File: src/rtl/sfr_timers_if.sv
// sfr_timers_if
//   Byte-lane SFR bus bundle shared by the SFR decode (master) and the
//   timer/interrupt bank (slave).
//   drun     : counter enable
//   sel      : block selected by the SFR address decode
//   addr     : byte address, bit 0 ignored by the slave
//   r        : read strobe
//   w        : write byte lanes (w[1] -> dwrite[15:8], w[0] -> dwrite[7:0])
//   dwrite   : write data
//   sfr_data : combinational read data from the slave
//   irq      : level interrupt request from the slave
interface sfr_timers_if;
  logic        drun;
  logic        sel;
  logic [7:0]  addr;
  logic        r;
  logic [1:0]  w;
  logic [15:0] dwrite;
  logic [15:0] sfr_data;
  logic        irq;

  modport master (output drun, sel, addr, r, w, dwrite, input sfr_data, irq);
  modport slave  (input drun, sel, addr, r, w, dwrite, output sfr_data, irq);
endinterface

File: src/rtl/sfr_timers.sv
// sfr_timers
//   Timer and interrupt SFR bank: one 32-bit free-running counter gated by
//   drun, plus NCH compare channels with one-shot or periodic reload, a
//   write-1-to-clear pending flag and a per-channel interrupt mask.
//   clk    : system clock, all state updates on posedge
//   nreset : asynchronous active-low reset, clears all state
//   bus    : sfr_timers_if.slave (drun, sel, addr, r, w, dwrite in;
//            sfr_data, irq out)
//   Map: 0x00 {mask,pending} / 0x02 timer hi (+snapshot lo) / 0x04 snapshot
//        0x06 timer lo live / 0x10+8*i channel i: cmp hi, cmp lo, mode, period
module sfr_timers #(
  parameter int NCH = 4
) (
  input  logic        clk,
  input  logic        nreset,
  sfr_timers_if.slave bus
);

  logic [31:0]    timer;
  logic [15:0]    snap;
  logic [NCH-1:0] mask;
  logic [NCH-1:0] pending;
  logic [NCH-1:0] en;
  logic [NCH-1:0] periodic;
  logic [31:0]    cmp    [NCH];
  logic [15:0]    period [NCH];

  logic [31:0]    cmp_nxt    [NCH];
  logic [15:0]    period_nxt [NCH];
  logic [NCH-1:0] en_nxt;
  logic [NCH-1:0] per_nxt;

  logic [NCH-1:0] match;
  logic [NCH-1:0] ch_sel;
  logic [NCH-1:0] w1c;
  logic [4:0]     ch_idx;
  logic [1:0]     off;
  logic           ctl_hit;
  logic           ch_hit;
  logic [15:0]    rdata;
  logic           unused_addr0;

  // Address decode: addr[7:3] selects an 8-byte block, addr[2:1] the word.
  // Block 0 is the control block, blocks 2..NCH+1 are the channels.
  assign unused_addr0 = bus.addr[0];
  assign off          = bus.addr[2:1];
  assign ctl_hit      = (bus.addr[7:3] == 5'd0);
  assign ch_idx       = bus.addr[7:3] - 5'd2;
  assign ch_hit       = (bus.addr[7:3] >= 5'd2) && (ch_idx < 5'(NCH));

  always_comb begin
    for (int i = 0; i < NCH; i++) begin
      ch_sel[i] = ch_hit && (ch_idx == 5'(i));
      // Compare against the pre-increment counter value.
      match[i]  = en[i] && bus.drun && (timer == cmp[i]);
    end
  end

  assign w1c = (bus.sel && ctl_hit && (off == 2'd0) && bus.w[0]) ?
               bus.dwrite[NCH-1:0] : '0;

  // Hardware update first (reload or en-clear), then software byte-lane
  // writes overwrite only the lanes/fields they touch.
  always_comb begin
    for (int i = 0; i < NCH; i++) begin
      cmp_nxt[i]    = (match[i] && periodic[i]) ? cmp[i] + {16'h0, period[i]} : cmp[i];
      en_nxt[i]     = en[i] && !(match[i] && !periodic[i]);
      per_nxt[i]    = periodic[i];
      period_nxt[i] = period[i];
      if (bus.sel && ch_sel[i]) begin
        case (off)
          2'd0: begin
            if (bus.w[1]) cmp_nxt[i][31:24] = bus.dwrite[15:8];
            if (bus.w[0]) cmp_nxt[i][23:16] = bus.dwrite[7:0];
          end
          2'd1: begin
            if (bus.w[1]) cmp_nxt[i][15:8] = bus.dwrite[15:8];
            if (bus.w[0]) cmp_nxt[i][7:0]  = bus.dwrite[7:0];
          end
          2'd2: begin
            if (bus.w[0]) begin
              en_nxt[i]  = bus.dwrite[0];
              per_nxt[i] = bus.dwrite[1];
            end
          end
          default: begin
            if (bus.w[1]) period_nxt[i][15:8] = bus.dwrite[15:8];
            if (bus.w[0]) period_nxt[i][7:0]  = bus.dwrite[7:0];
          end
        endcase
      end
    end
  end

  always_ff @(posedge clk or negedge nreset) begin
    if (!nreset) begin
      timer    <= '0;
      snap     <= '0;
      mask     <= '0;
      pending  <= '0;
      en       <= '0;
      periodic <= '0;
      for (int i = 0; i < NCH; i++) begin
        cmp[i]    <= '0;
        period[i] <= '0;
      end
    end else begin
      if (bus.drun) timer <= timer + 32'd1;
      // Reading the high half latches the low half so the pair is coherent.
      if (bus.sel && bus.r && ctl_hit && (off == 2'd1)) snap <= timer[15:0];
      if (bus.sel && ctl_hit && (off == 2'd0) && bus.w[1]) mask <= bus.dwrite[8 +: NCH];
      // A match in the same cycle as a clear keeps the flag set.
      pending  <= (pending & ~w1c) | match;
      en       <= en_nxt;
      periodic <= per_nxt;
      for (int i = 0; i < NCH; i++) begin
        cmp[i]    <= cmp_nxt[i];
        period[i] <= period_nxt[i];
      end
    end
  end

  always_comb begin
    rdata = '0;
    if (bus.sel && bus.r) begin
      if (ctl_hit) begin
        case (off)
          2'd0:    rdata = {8'(mask), 8'(pending)};
          2'd1:    rdata = timer[31:16];
          2'd2:    rdata = snap;
          default: rdata = timer[15:0];
        endcase
      end else begin
        for (int i = 0; i < NCH; i++) begin
          if (ch_sel[i]) begin
            case (off)
              2'd0:    rdata = cmp[i][31:16];
              2'd1:    rdata = cmp[i][15:0];
              2'd2:    rdata = {14'h0, periodic[i], en[i]};
              default: rdata = period[i];
            endcase
          end
        end
      end
    end
  end

  assign bus.sfr_data = rdata;
  assign bus.irq      = |(pending & mask);

endmodule

File: src/flat_wrapper.sv
// flat-port wrapper written by rule: the top's interface ports become plain ports
module sfr_timers_flat 
#(
  parameter int NCH = 4
)
  (clk, nreset, bus_drun, bus_sel, bus_addr, bus_r, bus_w, bus_dwrite, bus_sfr_data, bus_irq);
  sfr_timers_if bus_i ();
  input  logic clk;
  input  logic nreset;
  input wire logic [$bits(bus_i.drun)-1:0] bus_drun;
  input wire logic [$bits(bus_i.sel)-1:0] bus_sel;
  input wire logic [$bits(bus_i.addr)-1:0] bus_addr;
  input wire logic [$bits(bus_i.r)-1:0] bus_r;
  input wire logic [$bits(bus_i.w)-1:0] bus_w;
  input wire logic [$bits(bus_i.dwrite)-1:0] bus_dwrite;
  output wire logic [$bits(bus_i.sfr_data)-1:0] bus_sfr_data;
  output wire logic [$bits(bus_i.irq)-1:0] bus_irq;
  assign bus_i.drun = bus_drun;
  assign bus_i.sel = bus_sel;
  assign bus_i.addr = bus_addr;
  assign bus_i.r = bus_r;
  assign bus_i.w = bus_w;
  assign bus_i.dwrite = bus_dwrite;
  assign bus_sfr_data = bus_i.sfr_data;
  assign bus_irq = bus_i.irq;
  sfr_timers #(.NCH(NCH)) u_core (.clk(clk), .nreset(nreset), .bus(bus_i));
endmodule
File: config.mk
export PLATFORM = sky130hd
export DESIGN_NAME = sfr_timers_flat
export DESIGN_NICKNAME = d
export VERILOG_FILES = /design/src/rtl/sfr_timers_if.sv /design/src/rtl/sfr_timers.sv /design/src/flat_wrapper.sv
export SDC_FILE = /design/constraint.sdc
export NUM_CORES = 1
export LEC_CHECK = 0
export ABC_AREA = 1
export CORE_MARGIN = 2
export CORE_UTILIZATION = 40
export CTS_BUF_LIST = sky130_fd_sc_hd__clkbuf_4
export DETAILED_ROUTE_END_ITERATION = 8
export SYNTH_ARGS = -nofsm -noshare
export SYNTH_HDL_FRONTEND = slang
export SYNTH_SLANG_ARGS = --single-unit
File: constraint.sdc
create_clock -name clk -period 5 [get_ports clk]
set_input_delay 1 -clock clk [delete_from_list [all_inputs] [get_ports clk]]
set_output_delay 1 -clock clk [all_outputs]
set_load 0.05 [all_outputs]
# == After elaboration in Yosys (flattened, before gate mapping) ==
# Cells that the tools add are included.
# word_totals
inputBits,31
reg_bits,256
mem_bits_ro,0
word_cells,160
mem_bits_rw,0
memories,0
latchBits,0
# op_classes
div_mod_pow,0
shift,0
multipliers,0
n_reduce_logical,61
n_eq_ne,9
order_cmp,2
bitwise,5
mux,56
add_sub_neg,6
# ops
cell,n
2-to-1 mux 32 bit,8
case mux 16 bit (3 select lines),5
2-to-1 mux 16 bit,14
adder 32 x 16 -> 32 bit,4
equality test 32 bit,4
2-to-1 mux 8 bit,16
logical AND 1 bit,36
AND reduction 3 bit,12
"adder 32 x 1 -> 32 bit, second input constant",1
2-to-1 mux 1 bit,12
"equality test 5 x 2 -> 1 bit, second input constant",2
logical NOT 5 bit,2
bitwise AND 4 bit,2
logical NOT 1 bit,8
"equality test 5 x 1 -> 1 bit, second input constant",1
">= comparator 5 x 2 -> 1 bit, second input constant",1
"less-than comparator 5 x 3 -> 1 bit, second input constant",1
"subtractor 5 x 2 -> 5 bit, second input constant",1
2-to-1 mux 4 bit,1
inverter 4 bit,1
OR 4 bit,1
OR reduction 4 bit,1
OR reduction 3 bit,1
"equality test 2 x 1 -> 1 bit, second input constant",1
other kinds (3),3

# == Logic depth before layout (Yosys ltp) ==
# depth
depth_word,10
depth_mapped,17

# == Worst setup path after synthesis ==
# Ideal clock, no wire load.
# synth_path
path_kind,input -> output
from,input bus_addr[4]
to,output bus_sfr_data[0]
required_ns,4.000
stages,10
path_buffers,1
slack_ns,0.826
arrival_time_ns,3.174
path_cell_list,inv_2 ha_1 nand3_1 inv_1 nand4_1 buf_2 inv_1 nand3_1 nand2_1 a211oi_1
# synth_between
elab_chain_len,10
# synth_lines
element,line_no,rtl
start: declaration,flat_wrapper.sv:12,input wire logic [$bits(bus_i.addr)-1:0] bus_addr;
subtractor 5 x 2 -> 5 bit,sfr_timers.sv:48,assign ch_idx = bus.addr[7:3] - 5'd2;
less-than comparator 5 x 3 -> 1 bit,sfr_timers.sv:49,assign ch_hit = (bus.addr[7:3] >= 5'd2) && (ch_idx < 5'(NCH));
logical AND 1 bit,sfr_timers.sv:49,
logical AND 1 bit,sfr_timers.sv:53,ch_sel[i] = ch_hit && (ch_idx == 5'(i));
2-to-1 mux 16 bit (4 in series),sfr_timers.sv:135,if (ch_sel[i]) begin
2-to-1 mux 16 bit (*),sfr_timers.sv:126,if (ctl_hit) begin
2-to-1 mux 16 bit (*),sfr_timers.sv:125,if (bus.sel && bus.r) begin
end: declaration,flat_wrapper.sv:16,output wire logic [$bits(bus_i.sfr_data)-1:0] bus_sfr_data;
# Mark *: on every way between the ends. The rest lies on a longest branch, timed or not.

# == Worst setup path in the final report ==
# layout_path
from,input bus_addr[4]
to,output bus_sfr_data[13]
# The elaborated chain is that of the path after synthesis.

==> impl_metrics.toml <==
[critical_path]
worst_setup_path_start_kind = "input port"
reg2reg_from = "u_core.timer[21]"
critical_path_class = "input port to primary output"
reg2regPathDepth = 12
reg2reg_slack_ps = 1470
cp_max_fo = 8
crit_top_cell = "inv_1"
cp_data_arrival_time_ps = 3830
worstPathCellList = "clkdlybuf4s50_1 -> inv_2 -> ha_1 -> inv_1 -> nand2_1 -> nand3_1 -> inv_1 -> nand4_1 -> inv_1 -> nand2_1 -> o221ai_1 -> nor2_1 -> nor2_1 -> buf_12"
crit_slowest_cell = "clkdlybuf4s50_1"
crit_required_ps = 4000
rr_endpoint = "u_core.cmp[26]"
crit_path_end_kind = "primary output"
cp_slowest_stage_delay_ps = 490

[clocking]
cts.sinks = 256
htreeDepth = 3
clkTransAtPathRegs_ps = 50
clkLatencyLatePin_ps = 900
cts.repair.resized = 0
clock-root-buffer = "clkbuf_4"
cts_setup_buffers = 0
cts_tree = "built"
cts_buffers = 80
clockBufferDepth = 3
cts_hold_buf = 0

[routing]
via_per_inst = 5.89
route.detailed.drc = 0
wl_per_cell_um = 28.1
drtIter0Drc = 3791
first_pass_iters = 9
antenna_left = 0
drt-total-wl_um = 131000
dr_total_vias = 27489

[yosys]
synth_common_cells = "nand2_1, inv_1, nor2_1"
synth.most_common_cell = "nand2_1"
async_flop_share = 1.00
synth_cell_types = 54
synth_cells = 3754
synth_top_area_cell = "dfrtp_1"
synth.avg_cell_area_sq_um = 6.18
synth-seq-area-share = 0.276
ys.flop_type = "dfrtp_1"
synth_edf_count = 0
netlist_top_cells_area = "dfrtp_1, nand2_1, inv_1, nor2_1, nand3_1"
synth_area_sq_mm = 0.0232
ys_seq_elements = 256
syn_nets = 3855
synth_top_area_frac = 0.276
yosysWarnings = 0

[floorplan]
io_pins = 48
core_sq_mm = 0.0576
initial_core_util = 0.403
die_h_um = 245
die_width_um = 245
dieArea_sq_mm = 0.0600
num_rows = 88

[timing]
relSlewSlack = 0.186
period_share = 0.966
setup_viol = 0
min_period_ps = 4830
timing_hold_violations_final = 0
finalClockSkew_ps = 54.2
maxClockFrequency_mhz = 207
timing.hold.ws_ps = 181
slew_violations = 0
rsz0062_at_grt = "false"
final.setup.tns_ps = 0
tightest_slew_ps = 1220

[hold_path]
min_path_type = "input port to async pin"

[place]
place_inst = 4519
place.gp.congestion = 1.07
io_buffers = 46
placed_area_sq_mm = 0.0247
hpwl_um = 101000

[power]
irDropWorstVdd_v = 0.000180
powerDensity_mw_per_mm2 = 317
p_leak_uw = 0.0130
power_uw = 8150

[global_routing]
antenna_found_initial = 11
grt_max_degree = 109
grt_pass1_vias = 25362
grt_pass1_wl_um = 185000
grt.overflow.total = 0
grtUsageTotal = 0.434

[flow_run]
max_cap_viol_count = 0

[final_layout]
syn2layout_area_growth_pct = 10.9
finalNetCount = 3937
drive_gt1_frac = 0.0799
fillers = 6382
fin_area_sq_mm = 0.0257
layoutNonFillerInstCount = 4667

[outcome]
status = "finished, final reports clean"
-- final cells by class --
cell class | count | area [sq um] | area share
repair buffers | 120 | 1240 | 0.0483
diodes | 10 | 25.0 | 0.000972
inverters | 403 | 1510 | 0.0588
clock buffers | 111 | 833 | 0.0324
flip-flops and latches | 256 | 6410 | 0.249
clock inverters | 27 | 130 | 0.00506
multi-input cells | 2975 | 14600 | 0.568
well taps | 765 | 957 | 0.0372
-- report_power, final --
part	switching, uW	internal (uW)	total, uW
Clock	1110	1030	2130
Combinational	2300	936	3230
Sequential	523	2260	2790
-- layer usage --
| layer | vias up | global-route usage | part of all wire |
|---|---|---|---|
| li1 | 12441 | - | - |
| met1 | 12906 | 0.583 | 0.41 |
| met2 | 1773 | 0.622 | 0.40 |
| met3 | 365 | 0.143 | 0.13 |
| met4 | 4 | 0.210 | 0.056 |
| met5 | - | 0.000817 | 0.00024 |
-- cells by family after synthesis --
| kind of cell | count (synthesis) | share of synthesized area |
|---|---|---|
| XOR/XNOR | 136 | 0.0513 |
| buffers and inverters | 523 | 0.0941 |
| adder cells (fa/ha/maj) | 70 | 0.0390 |
| flip-flops | 256 | 0.276 |
| AND/OR/NAND/NOR | 2268 | 0.414 |
| AO/OA/AOI/OAI | 501 | 0.126 |
-- placed cells by master, fill, tap and decap left out, types with 6 or more instances in the layout --
master and n:
nor3_1 63, clkinv_1 18, dfrtp_1 256, inv_2 33, nor2_1 359, inv_1 368, nor2_2 20, a21oi_1 101
o21ai_1 43, o21bai_1 7, o211ai_1 30, o22ai_1 36, clkinv_2 6, o311ai_0 6, xnor2_1 60, nand3_1 256
clkdlybuf4s50_1 29, nand2_1 1395, o221ai_1 45, a221oi_1 8, nand3b_1 11, buf_12 21, and2_1 9, o21ai_0 207
diode_2 10, nor4_1 8, clkbuf_4 111, nand3_2 8, buf_4 69, ha_1 66, nand2_2 8, and3_1 6
xor2_1 76, nand4_1 91, nor2_4 8
-- worst max path at each step --
stage | start | slack, ps | cells past startpoint | to
floorplan | bus_addr[4] | 830 | 10 | bus_sfr_data[0]
global placement | bus_addr[4] | 370 | 12 | bus_sfr_data[7]
detailed placement | bus_addr[4] | 360 | 12 | bus_sfr_data[7]
CTS | bus_addr[4] | 360 | 12 | bus_sfr_data[7]
global route | bus_addr[4] | 90 | 14 | bus_sfr_data[9]
finish | bus_addr[4] | 170 | 14 | bus_sfr_data[13]
-- state kept, by name (all words and copies together), names as in the netlist --
register / flops
u_core.cmp: 128
u_core.en: 4
u_core.mask: 4
u_core.pending: 4
u_core.period: 64
u_core.periodic: 4
u_core.snap: 16
u_core.timer: 32
-- critical path, delay by kind of cell --
| family | cells | cell delay (ps) |
|---|---|---|
| AND/OR/NAND/NOR | 6 | 1050 |
| buffers and inverters | 6 | 1450 |
| AO/OA/AOI/OAI | 1 | 130 |
| adder cells (fa/ha/maj) | 1 | 190 |
-- stage by stage --
step | setup slack (ps) | utilization
floorplan | 826 | -
global placement | 368 | 0.430
detailed placement | 365 | 0.430
CTS | 357 | 0.446
global route | 89.3 | 0.447
finish | 170 | 0.447
Note: power is estimated with default switching activity, not from simulation.
